**config.mk**
```make
export PLATFORM = sky130hd
export DESIGN_NAME = e3_mult9_seq
export DESIGN_NICKNAME = d
export VERILOG_FILES = /design/src/rtl/e3_mult9_seq.sv
export SDC_FILE = /design/constraint.sdc
export NUM_CORES = 1
export LEC_CHECK = 0
export BUFFER_PORTS_ARGS = -buffer_cell sky130_fd_sc_hd__buf_2
export CAP_MARGIN = 40
export CORE_MARGIN = 10
export CORE_UTILIZATION = 53
export CTS_BUF_LIST = sky130_fd_sc_hd__clkbuf_16
export CTS_CLUSTER_SIZE = 14
export DETAILED_ROUTE_END_ITERATION = 8
export GPL_TIMING_DRIVEN = 0
export PLACE_DENSITY = 0.81
export SYNTH_ARGS = -nofsm -noshare
export SYNTH_HDL_FRONTEND = slang
export SYNTH_SLANG_ARGS = --single-unit
```
**constraint.sdc**
```tcl
create_clock -name clk -period 11.35 [get_ports clk]
set_input_delay 2.27 -clock clk [delete_from_list [all_inputs] [get_ports clk]]
set_output_delay 2.27 -clock clk [all_outputs]
set_load 0.02 [all_outputs]
```
**src/rtl/e3_mult9_seq.sv**
```systemverilog
// Serial excess-3 multiply-by-nine: consumes operand digits LSD first and
// streams the product digits back LSD first, with a final carry digit.
module e3_mult9_seq #(
    parameter int MAX_DIGITS = 8
) (
    input  logic       clk,
    input  logic       rst,
    input  logic       start,
    input  logic       in_valid,
    input  logic [3:0] in_digit,
    input  logic       in_last,
    output logic       in_ready,
    output logic       out_valid,
    output logic [3:0] out_digit,
    output logic       out_last,
    input  logic       out_ready,
    output logic       busy,
    output logic       err
);

    typedef enum logic [1:0] {
        S_IDLE  = 2'd0,
        S_RUN   = 2'd1,
        S_FLUSH = 2'd2,
        S_ERR   = 2'd3
    } state_t;

    localparam logic [3:0] LAST_IDX = 4'(MAX_DIGITS - 1);

    state_t     state_q, state_d;
    logic [3:0] carry_q, carry_d;
    logic [3:0] count_q, count_d;
    logic       out_valid_q, out_valid_d;
    logic       out_last_q, out_last_d;
    logic [3:0] out_digit_q, out_digit_d;
    logic       err_q, err_d;

    logic       in_fire;
    logic       out_fire;
    logic       digit_ok;
    logic [3:0] digit_val;
    logic [6:0] t_sum;
    logic [3:0] carry_new;
    logic [3:0] sum_digit;

    assign in_ready  = (state_q == S_RUN) && (!out_valid_q || out_ready);
    assign in_fire   = in_valid && in_ready;
    assign out_fire  = out_valid_q && out_ready;
    assign digit_ok  = (in_digit >= 4'd3) && (in_digit <= 4'd12);
    assign digit_val = in_digit - 4'd3;
    assign t_sum     = {3'b000, digit_val} * 7'd9 + {3'b000, carry_q};

    // Divide by ten via threshold count; t_sum never exceeds 89.
    always_comb begin
        carry_new = 4'd0;
        for (int k = 1; k <= 8; k++) begin
            if (t_sum >= 7'(10 * k)) begin
                carry_new = carry_new + 4'd1;
            end
        end
        // Remainder is below 10, so 4-bit modular arithmetic is exact.
        sum_digit = t_sum[3:0] - carry_new * 4'd10 + 4'd3;
    end

    always_comb begin
        state_d     = state_q;
        carry_d     = carry_q;
        count_d     = count_q;
        out_valid_d = out_valid_q;
        out_last_d  = out_last_q;
        out_digit_d = out_digit_q;
        err_d       = err_q;

        if (out_fire) begin
            out_valid_d = 1'b0;
        end

        case (state_q)
            S_IDLE: begin
                if (start) begin
                    carry_d = 4'd0;
                    count_d = 4'd0;
                    err_d   = 1'b0;
                    state_d = S_RUN;
                end
            end
            S_RUN: begin
                if (in_fire) begin
                    if (!digit_ok) begin
                        state_d     = S_ERR;
                        err_d       = 1'b1;
                        out_valid_d = 1'b0;
                    end else begin
                        out_digit_d = sum_digit;
                        out_valid_d = 1'b1;
                        out_last_d  = 1'b0;
                        carry_d     = carry_new;
                        count_d     = count_q + 4'd1;
                        if (in_last) begin
                            state_d = S_FLUSH;
                        end else if (count_q == LAST_IDX) begin
                            state_d     = S_ERR;
                            err_d       = 1'b1;
                            out_valid_d = 1'b0;
                        end
                    end
                end
            end
            S_FLUSH: begin
                if (out_valid_q && out_last_q) begin
                    if (out_ready) begin
                        state_d = S_IDLE;
                    end
                end else if (!out_valid_q || out_ready) begin
                    out_digit_d = carry_q + 4'd3;
                    out_last_d  = 1'b1;
                    out_valid_d = 1'b1;
                end
            end
            S_ERR: begin
                out_valid_d = 1'b0;
                if (start) begin
                    carry_d = 4'd0;
                    count_d = 4'd0;
                    err_d   = 1'b0;
                    state_d = S_RUN;
                end
            end
            default: state_d = S_IDLE;
        endcase
    end

    always_ff @(posedge clk) begin
        if (rst) begin
            state_q     <= S_IDLE;
            carry_q     <= 4'd0;
            count_q     <= 4'd0;
            out_valid_q <= 1'b0;
            out_last_q  <= 1'b0;
            out_digit_q <= 4'b0011;
            err_q       <= 1'b0;
        end else begin
            state_q     <= state_d;
            carry_q     <= carry_d;
            count_q     <= count_d;
            out_valid_q <= out_valid_d;
            out_last_q  <= out_last_d;
            out_digit_q <= out_digit_d;
            err_q       <= err_d;
        end
    end

    assign out_valid = out_valid_q;
    assign out_last  = out_last_q;
    assign out_digit = out_digit_q;
    assign err       = err_q;
    assign busy      = (state_q != S_IDLE);

endmodule

```
-- After elaboration in Yosys (flattened, before gate mapping)
Cells that the tools add are included.
- $add $sub $neg: 13
- multiply operators: 2
- magnitude comparators: 10
- equal/unequal tests: 14
- multiplexer cells: 47
- reductions and logical operators: 16
- operators with widths (kind ; number):
    $mux W4 ; 16
    $add A4 B1 Y4 const B ; 8
    $pmux W4 S2 ; 3
    $ge A7 B6 Y1 const B ; 3
    $mux W1 ; 17
    $reduce_and A5 Y1 ; 3
    $ge A7 B5 Y1 const B ; 2
    $ge A7 B7 Y1 const B ; 2
    $mux W2 ; 7
    $ne A2 B2 Y1 const B ; 6
    $add A4 B2 Y4 const B ; 2
    $add A7 B4 Y7 ; 1
    $ge A7 B4 Y1 const B ; 1
    $mul A4 B4 Y7 const B ; 1
    $pmux W2 S3 ; 1
    $reduce_bool A2 Y1 ; 3
    $logic_and A1 B1 Y1 ; 5
    $eq A2 B2 Y1 const B ; 2
    $eq A4 B3 Y1 const B ; 1
    $ge A4 B2 Y1 const B ; 1
    $le A4 B4 Y1 const B ; 1
    $mul A4 B3 Y3 const B ; 1
    $ne A4 B3 Y1 const B ; 1
    $pmux W1 S2 ; 2
    other kinds (12) ; 12
- register bits: 17

-- Logic depth before layout (Yosys ltp)
Gate-level depths: netlist of the first run.
- depth after elaboration: 25
- depth in mapped cells: 35
- depth with buffers taken out: 34

-- Worst setup path after synthesis of the first run
OpenSTA, ideal clock, no wires.
- path type: input to register
- start: input in_digit[0]
- end: register out_digit_q[3], in the netlist out_digit[3]
- arrival: 8982 ps
- slack: 2293 ps
- cell stages on the path: 33
- cell sequence: a21oi_4 -> xnor2_4 -> inv_1 -> ha_1 -> ha_1 -> ha_1 -> a211oi_2 -> o21ba_1 -> nor2_4 -> nor4_1 -> inv_1 -> ha_1 -> or3_1 -> ha_1 -> and2_2 -> nor2_1 -> xnor2_1 -> o21ai_0 -> ha_1 -> nand2_1 -> nand2_1 -> xor2_1 -> mux2_2 -> ha_1 -> mux2_2 -> ha_1 -> inv_1 -> fa_1 -> xnor2_1 -> xnor2_1 -> xnor2_1 -> or4b_1 -> a31oi_1
- cells in the longest elaborated chain, start to end: 25
- elaborated cells between the ends (all ways): 37
- RTL lines (element ; RTL line ; text):
    start, declared ; 10 ; input logic [3:0] in_digit,
    $sub A4 B2 Y4 ; 50 ; assign digit_val = in_digit - 4'd3;
    $mul A4 B4 Y7 ; 51 ; assign t_sum = {3'b000, digit_val} * 7'd9 + {3'b000, carry_q};
    $add A7 B4 Y7 ; 51 ;
    $ge A7 B4 Y1 ; 57 ; if (t_sum >= 7'(10 * k)) begin
    $mux W1 ; 57 ;
    $add A4 B1 Y4 ; 58 ; carry_new = carry_new + 4'd1;
    $mux W4 ; 57 ;
    $add A4 B1 Y4 ; 58 ;
    [9 not listed] ; - ;
    $add A4 B1 Y4 ; 58 ;
    $mux W4 ; 57 ;
    $mul A4 B3 Y3 ; 62 ; sum_digit = t_sum[3:0] - carry_new * 4'd10 + 4'd3;
    $sub A4 B4 Y4 ; 62 ;
    $add A4 B2 Y4 ; 62 ;
    $mux W4 ; 89 ; if (!digit_ok) begin
    $mux W4 ; 88 ; if (in_fire) begin
    $pmux W4 S2 ; 78 ; case (state_q)
    end signal, assigned ; 148 ; out_digit_q <= out_digit_d;
    end, declared ; 35 ; logic [3:0] out_digit_q, out_digit_d;
Several ways; a longest one is shown, not always the timed one. The select of a mux whose other input is x is not followed.
A chain may end at the register's enable or synchronous reset.

-- Worst setup path after layout of the first run
Same ends and word-level chain as after synthesis.

==> run_results.csv, run 1 <==
group,metric,value,unit
status,status,"finished clean",
logic_synthesis,ys_seq_area_frac,0.156,
sta,fmax,105,MHz
floorplanning,io_pins,19,
critical_path,cp_common_cell,"ha_1",
placement,portBuffers,17,
sta,final.setup_skew,3.07,ps
critical_path,arrival,9680,ps
critical_path,crit_slowest_cell,"or4b_1",
global_routing,grt_pass1_vias,1824,
logic_synthesis,syn_area_per_cell,8.18,um2
clock_tree,numCtsBuffers,3,
logic_synthesis,synth_area_leaders,"ha_1 (17%), dfxtp_1 (16%), xnor2_1 (7.2%)",
sta,relSlewSlack,0.612,
logic_synthesis,synth-edff-count,0,
final_layout,area_growth,10.4,%
clock_tree,cts-htree-levels,1,
clock_tree,cts_hold_buf,0,
global_routing,grt_usage,0.121,
final_layout,multiInputGateArea,1700,um2
critical_path,max_stage_delay,490,ps
sta,post-route-period-util,0.837,
sta,setup_tns,0,ps
sta,finalMaxSlewViolations,0,
clock_tree,tritoncts,"built",
sta,worst_slew_pin_slew,579,ps
drt,ant_nets,0,
critical_path,worstSetupPathType,"in2reg",
run,cap_violations,0,
logic_synthesis,syn_area,2180,um2
global_routing,overflow,0,
drt,route.detailed.wl_per_inst,12.8,um
critical_path,start_kind,"input pin",
floorplanning,fp-row-count,23,
final_layout,diodes,0,
logic_synthesis,synth_top_cell_area_share,0.172,
sta,rsz0062_at_grt,"false",
drt,drt-initial-drc-count,104,
logic_synthesis,yosysTopAreaCell,"ha_1",
final_layout,fill_cells,361,
clock_tree,cts.clk_slew.worst_paths,50,ps
sta,whs,490,ps
sta,hold_violations,0,
drt,vias,1903,
critical_path,cp.required,11530,ps
logic_synthesis,synthTopCellsByCount,"ha_1 (30), nor2_1 (30), inv_1 (20), nand2_1 (20), xnor2_1 (18)",
drt,viasPerCell,5.63,
critical_path,worst-path-max-fanout,7,
sta,final-setup-viol-count,0,
clock_tree,postCtsSetupBuffers,0,
logic_synthesis,synthArstFlopShare,0,
final_layout,fin_nets,331,
clock_tree,cts_sinks,17,
final_layout,seqCellArea,340,um2
logic_synthesis,ys_types,65,
floorplanning,chipWidth,84.2,um
floorplanning,die_area,7090,um2
logic_synthesis,synthesis.nets,309,
clock_tree,cts_resized,0,
drt,wirelength,4.32,mm
clock_tree,cts_root_buf,"clkbuf_16",
clock_tree,clk_path_buf_depth,2,
placement,dp_hpwl,3.52,mm
floorplanning,die_y,84.2,um
floorplanning,core,4000,um2
global_routing,grt_max_degree,11,
logic_synthesis,synth_warnings,0,
clock_tree,clock_latency,240,ps
critical_path,worst_setup_path_end_kind,"flip-flop",
placement,globalplace.congestion,0.843,
final_layout,drive_gt1_frac,0.170,
logic_synthesis,post_synth_inst_count,267,
hold_path,hold_path_class,"reg2reg",
global_routing,antenna_found_initial,0,
global_routing,grt_pass1_wl,7.65,mm
drt,first_pass_iters,5,
drt,drcViolationCount,0,
sta,min_period,9500,ps
logic_synthesis,synth-seq-cells,17,
floorplanning,start_util,0.546,
logic_synthesis,synth_flop_cell,"dfxtp_1",
[cells by family (layout without fill, tap and decap cells)]
family / count (synthesis) / count (layout) / synth area share
adder cells (fa/ha/maj): 32 / 32 / 0.190
AND/OR/NAND/NOR: 94 / 94 / 0.215
multiplexers: 6 / 6 / 0.0292
flip-flops: 17 / 17 / 0.156
AO/OA/AOI/OAI: 63 / 63 / 0.209
buffers and inverters: 28 / 49 / 0.0659
XOR/XNOR: 27 / 27 / 0.134
[through the flow]
| stage | util | std cells | worst slack, ps | cell area, um2 |
|---|---|---|---|---|
| after floorplan | - | 267 | 2290 | 2180 |
| after global placement | 0.583 | 334 | 1760 | 2330 |
| after detailed placement | 0.583 | 334 | 1600 | 2330 |
| after CTS | 0.602 | 338 | 1820 | 2410 |
| after global routing | 0.602 | 338 | 1360 | 2410 |
| final | 0.602 | 338 | 1850 | 2410 |
[metal layers]
metal | track usage | part of all wire
met2 | 0.205 | 0.48
met4 | 0.0274 | 0.0074
met1 | 0.153 | 0.49
met3 | 0.0251 | 0.024
met5 | 0 | 0
[worst paths after layout]
path / from / end / slack, ps / depth (start not counted)
setup reg to reg: carry_q[1] / out_digit[3] / 4140 / 29
hold / removal: err / err / 490 / 2
setup / recovery: in_digit[0] / out_digit[3] / 1850 / 34
hold reg to reg: err / err / 490 / 2
[registers in the layout (all words and copies together) (netlist names)]
name       count
err            1
state_q        2
out_valid      1
out_digit      4
count_q        4
carry_q        4
out_last       1
[worst max-delay path: cells and delay by family]
family	cells	cell delay (ps)
compound gates	5	1020
fa+ha+maj	9	2640
simple gates	8	1930
xor+xnor	6	920
mux	2	550
buf+inv	4	340
[cell usage in the layout (no fill, tap or decap), types with 3 or more instances in the layout]
cell type   n
xnor2_1    18
mux2_2      3
a31oi_1     6
dfxtp_1    17
nor2b_1     3
a21oi_1    16
ha_1       30
inv_1      21
mux2i_1     3
clkbuf_16   3
nand2_1    20
o211ai_1    4
clkbuf_1    3
nor2_1     30
nor3_1      9
buf_2      17
xor2_1      4
o21ai_0     8
a211o_1     4
nand3_1    10
[area by class of cell]
cell class,instances,area share
Buffer,8,0.0286
Clock buffer,3,0.0312
Clock inverter,1,0.00156
Inverter,20,0.0312
Multi-Input combinational cell,222,0.705
Sequential cell,17,0.141
Tap cell,50,0.0260
Timing Repair Buffer,17,0.0353
Power of run 1 is left out: the tool's default activity adds up to more than one toggle a clock period on the data nets, which glitch-free logic cannot reach.
==> run 2: changes to the inputs <==
--- a/config.mk
+++ b/config.mk
@@ -13,7 +13,7 @@
 export CTS_CLUSTER_SIZE = 14
 export DETAILED_ROUTE_END_ITERATION = 8
 export GPL_TIMING_DRIVEN = 0
-export PLACE_DENSITY = 0.81
+export PLACE_DENSITY = 0.84
 export SYNTH_ARGS = -nofsm -noshare
 export SYNTH_HDL_FRONTEND = slang
 export SYNTH_SLANG_ARGS = --single-unit
==> constraint.sdc (replaced) <==
create_clock -name clk -period 8.1 [get_ports clk]
set_input_delay 1.62 -clock clk [delete_from_list [all_inputs] [get_ports clk]]
set_output_delay 1.62 -clock clk [all_outputs]
set_load 0.02 [all_outputs]
==> run 2 against run 1 <==
  * The flow now finishes with violations (negative setup slack)
  * Flip-flop and latch count stayed put
  * Die area stayed put
  * Design area is 22% higher
  * Sequential share of layout area is 2.6 points lower
  * Utilization is 13 points higher
  * Non-clock buffer count is 29 higher
  * Register-to-register slack worse by 2700 ps
  * Clock skew is 1.0 ps lower
  * First-iteration DRC count is 48% higher
  * Largest cell class unchanged
==> run_results.csv, run 2 (same netlist as run 1, synthesis figures left out) <==
group,metric,value,unit
status,status,"finished, violations left",
status,violations,"negative setup slack",
sta,fmax,123,MHz
global_routing,antenna_found_initial,0,
drt,drcViolationCount,0,
run,cap_violations,0,
final_layout,mostFrequentLayoutCells,"buf_4 (30), nor2_1 (29), nand2_1 (18), ha_1 (17), dfxtp_1 (17)",
critical_path,start_kind,"input pin",
clock_tree,cts.clk_slew.worst_paths,50,ps
sta,worst_slew_pin_slew,670,ps
final_layout,diodes,0,
floorplanning,io_pins,19,
global_routing,overflow,0,
global_routing,met2_usage,0.273,
drt,route.detailed.wl_per_inst,15.8,um
placement,portBuffers,17,
global_routing,top_usage_layer,"met2",
floorplanning,start_util,0.546,
critical_path,worstSetupPathType,"in2reg",
floorplanning,die_area,7090,um2
sta,hold_violations,0,
floorplanning,core,4000,um2
clock_tree,cts-htree-levels,1,
placement,globalplace.congestion,0.851,
global_routing,use_met3,0.0251,
final_layout,area_growth,34.7,%
sta,relSlewSlack,0.551,
global_routing,use_met1,0.170,
global_routing,grt_max_degree,11,
final_layout,drive_gt1_frac,0.347,
clock_tree,cts_hold_buf,0,
critical_path,arrival,8330,ps
sta,rsz0062_at_grt,"true",
critical_path,worstRegToRegCells,31,
hold_path,holdPathStages,2,
floorplanning,fp-row-count,23,
sta,finalMaxSlewViolations,0,
final_layout,final_cell_area,2940,um2
drt,first_pass_iters,4,
critical_path,worst-path-max-fanout,8,
sta,post-route-period-util,1.01,
critical_path,cp.required,8280,ps
drt,drt-initial-drc-count,154,
floorplanning,die_y,84.2,um
clock_tree,numCtsBuffers,3,
floorplanning,chipWidth,84.2,um
drt,ant_nets,0,
clock_tree,cts_root_buf,"clkbuf_16",
drt,wirelength,5.79,mm
final_layout,fill_cells,280,
final_layout,fin_nets,360,
global_routing,grt_pass1_vias,2111,
global_routing,grt_pass1_wl,9.20,mm
critical_path,cp_common_cell,"ha_4",
global_routing,grt_usage,0.149,
critical_path,worst_setup_path_end_kind,"flip-flop",
drt,viasPerCell,5.73,
sta,final.setup_skew,2.07,ps
sta,min_period,8150,ps
critical_path,max_stage_delay,540,ps
critical_path,crit_slowest_cell,"or4b_1",
final_layout,layout_commonest_cell,"buf_4",
sta,fin_ws,-48.3,ps
drt,vias,2104,
clock_tree,clk_path_buf_depth,2,
placement,dp_hpwl,3.76,mm
clock_tree,cts_sinks,17,
clock_tree,clock_latency,250,ps
clock_tree,tritoncts,"built",
hold_path,hold_path_class,"reg2reg",
sta,final-setup-viol-count,1,
placement,dpl_cell_area,2390,um2
## run 2: path summary, 6_finish.rpt
kind	from	slack [ps]	to
max	in_digit[1]	-50	out_digit[3]
min	count_q[2]	500	count_q[2]
max reg2reg	carry_q[1]	1410	out_digit[3]
min reg2reg	count_q[2]	500	count_q[2]
## run 2: area by class of cell
type,count,area (um2),share of cell area
inverters,20,80.1,0.0272
repair buffers,47,337,0.114
clock buffers,3,75.1,0.0255
well taps,50,62.6,0.0213
flip-flops and latches,17,340,0.116
clock inverters,1,5.00,0.00170
multi-input cells,222,1980,0.675
plain buffers,7,57.6,0.0196
## run 2: critical path, delay by kind of cell
| kind | cells | cell delay, ps |
|---|---|---|
| fa+ha+maj | 9 | 2440 |
| simple gates | 8 | 1640 |
| xor+xnor | 7 | 1080 |
| compound gates | 4 | 700 |
| mux | 2 | 570 |
| buf+inv | 4 | 280 |
## run 2: routing by layer
layer,vias to the layer above,wire length [um]
met4,0,53
met5,-,0
met3,10,152
met1,997,2380
met2,38,3200
li1,1059,-
## run 2: per-stage QoR
stage | std cells | hold slack [ps] | setup slack (ps) | util | TNS (ps)
floorplan | 267 | 471 | 4.61 | - | 0
global placement | 334 | 475 | -451 | 0.597 | -451
detailed placement | 334 | 488 | -630 | 0.597 | -672
CTS | 354 | 496 | 12.3 | 0.685 | 0
global route | 367 | 528 | -326 | 0.735 | -326
finish | 367 | 496 | -48.3 | 0.735 | -48.3
## run 2: repair_timing
action / 4_1_cts / 5_1_grt
endpoints found under the setup margin: 1 / 1
setup buffers: 16 / 14
pin swaps: 18 / 28
gates resized for setup: 23 / 23
Power of run 2 is left out for the same reason.
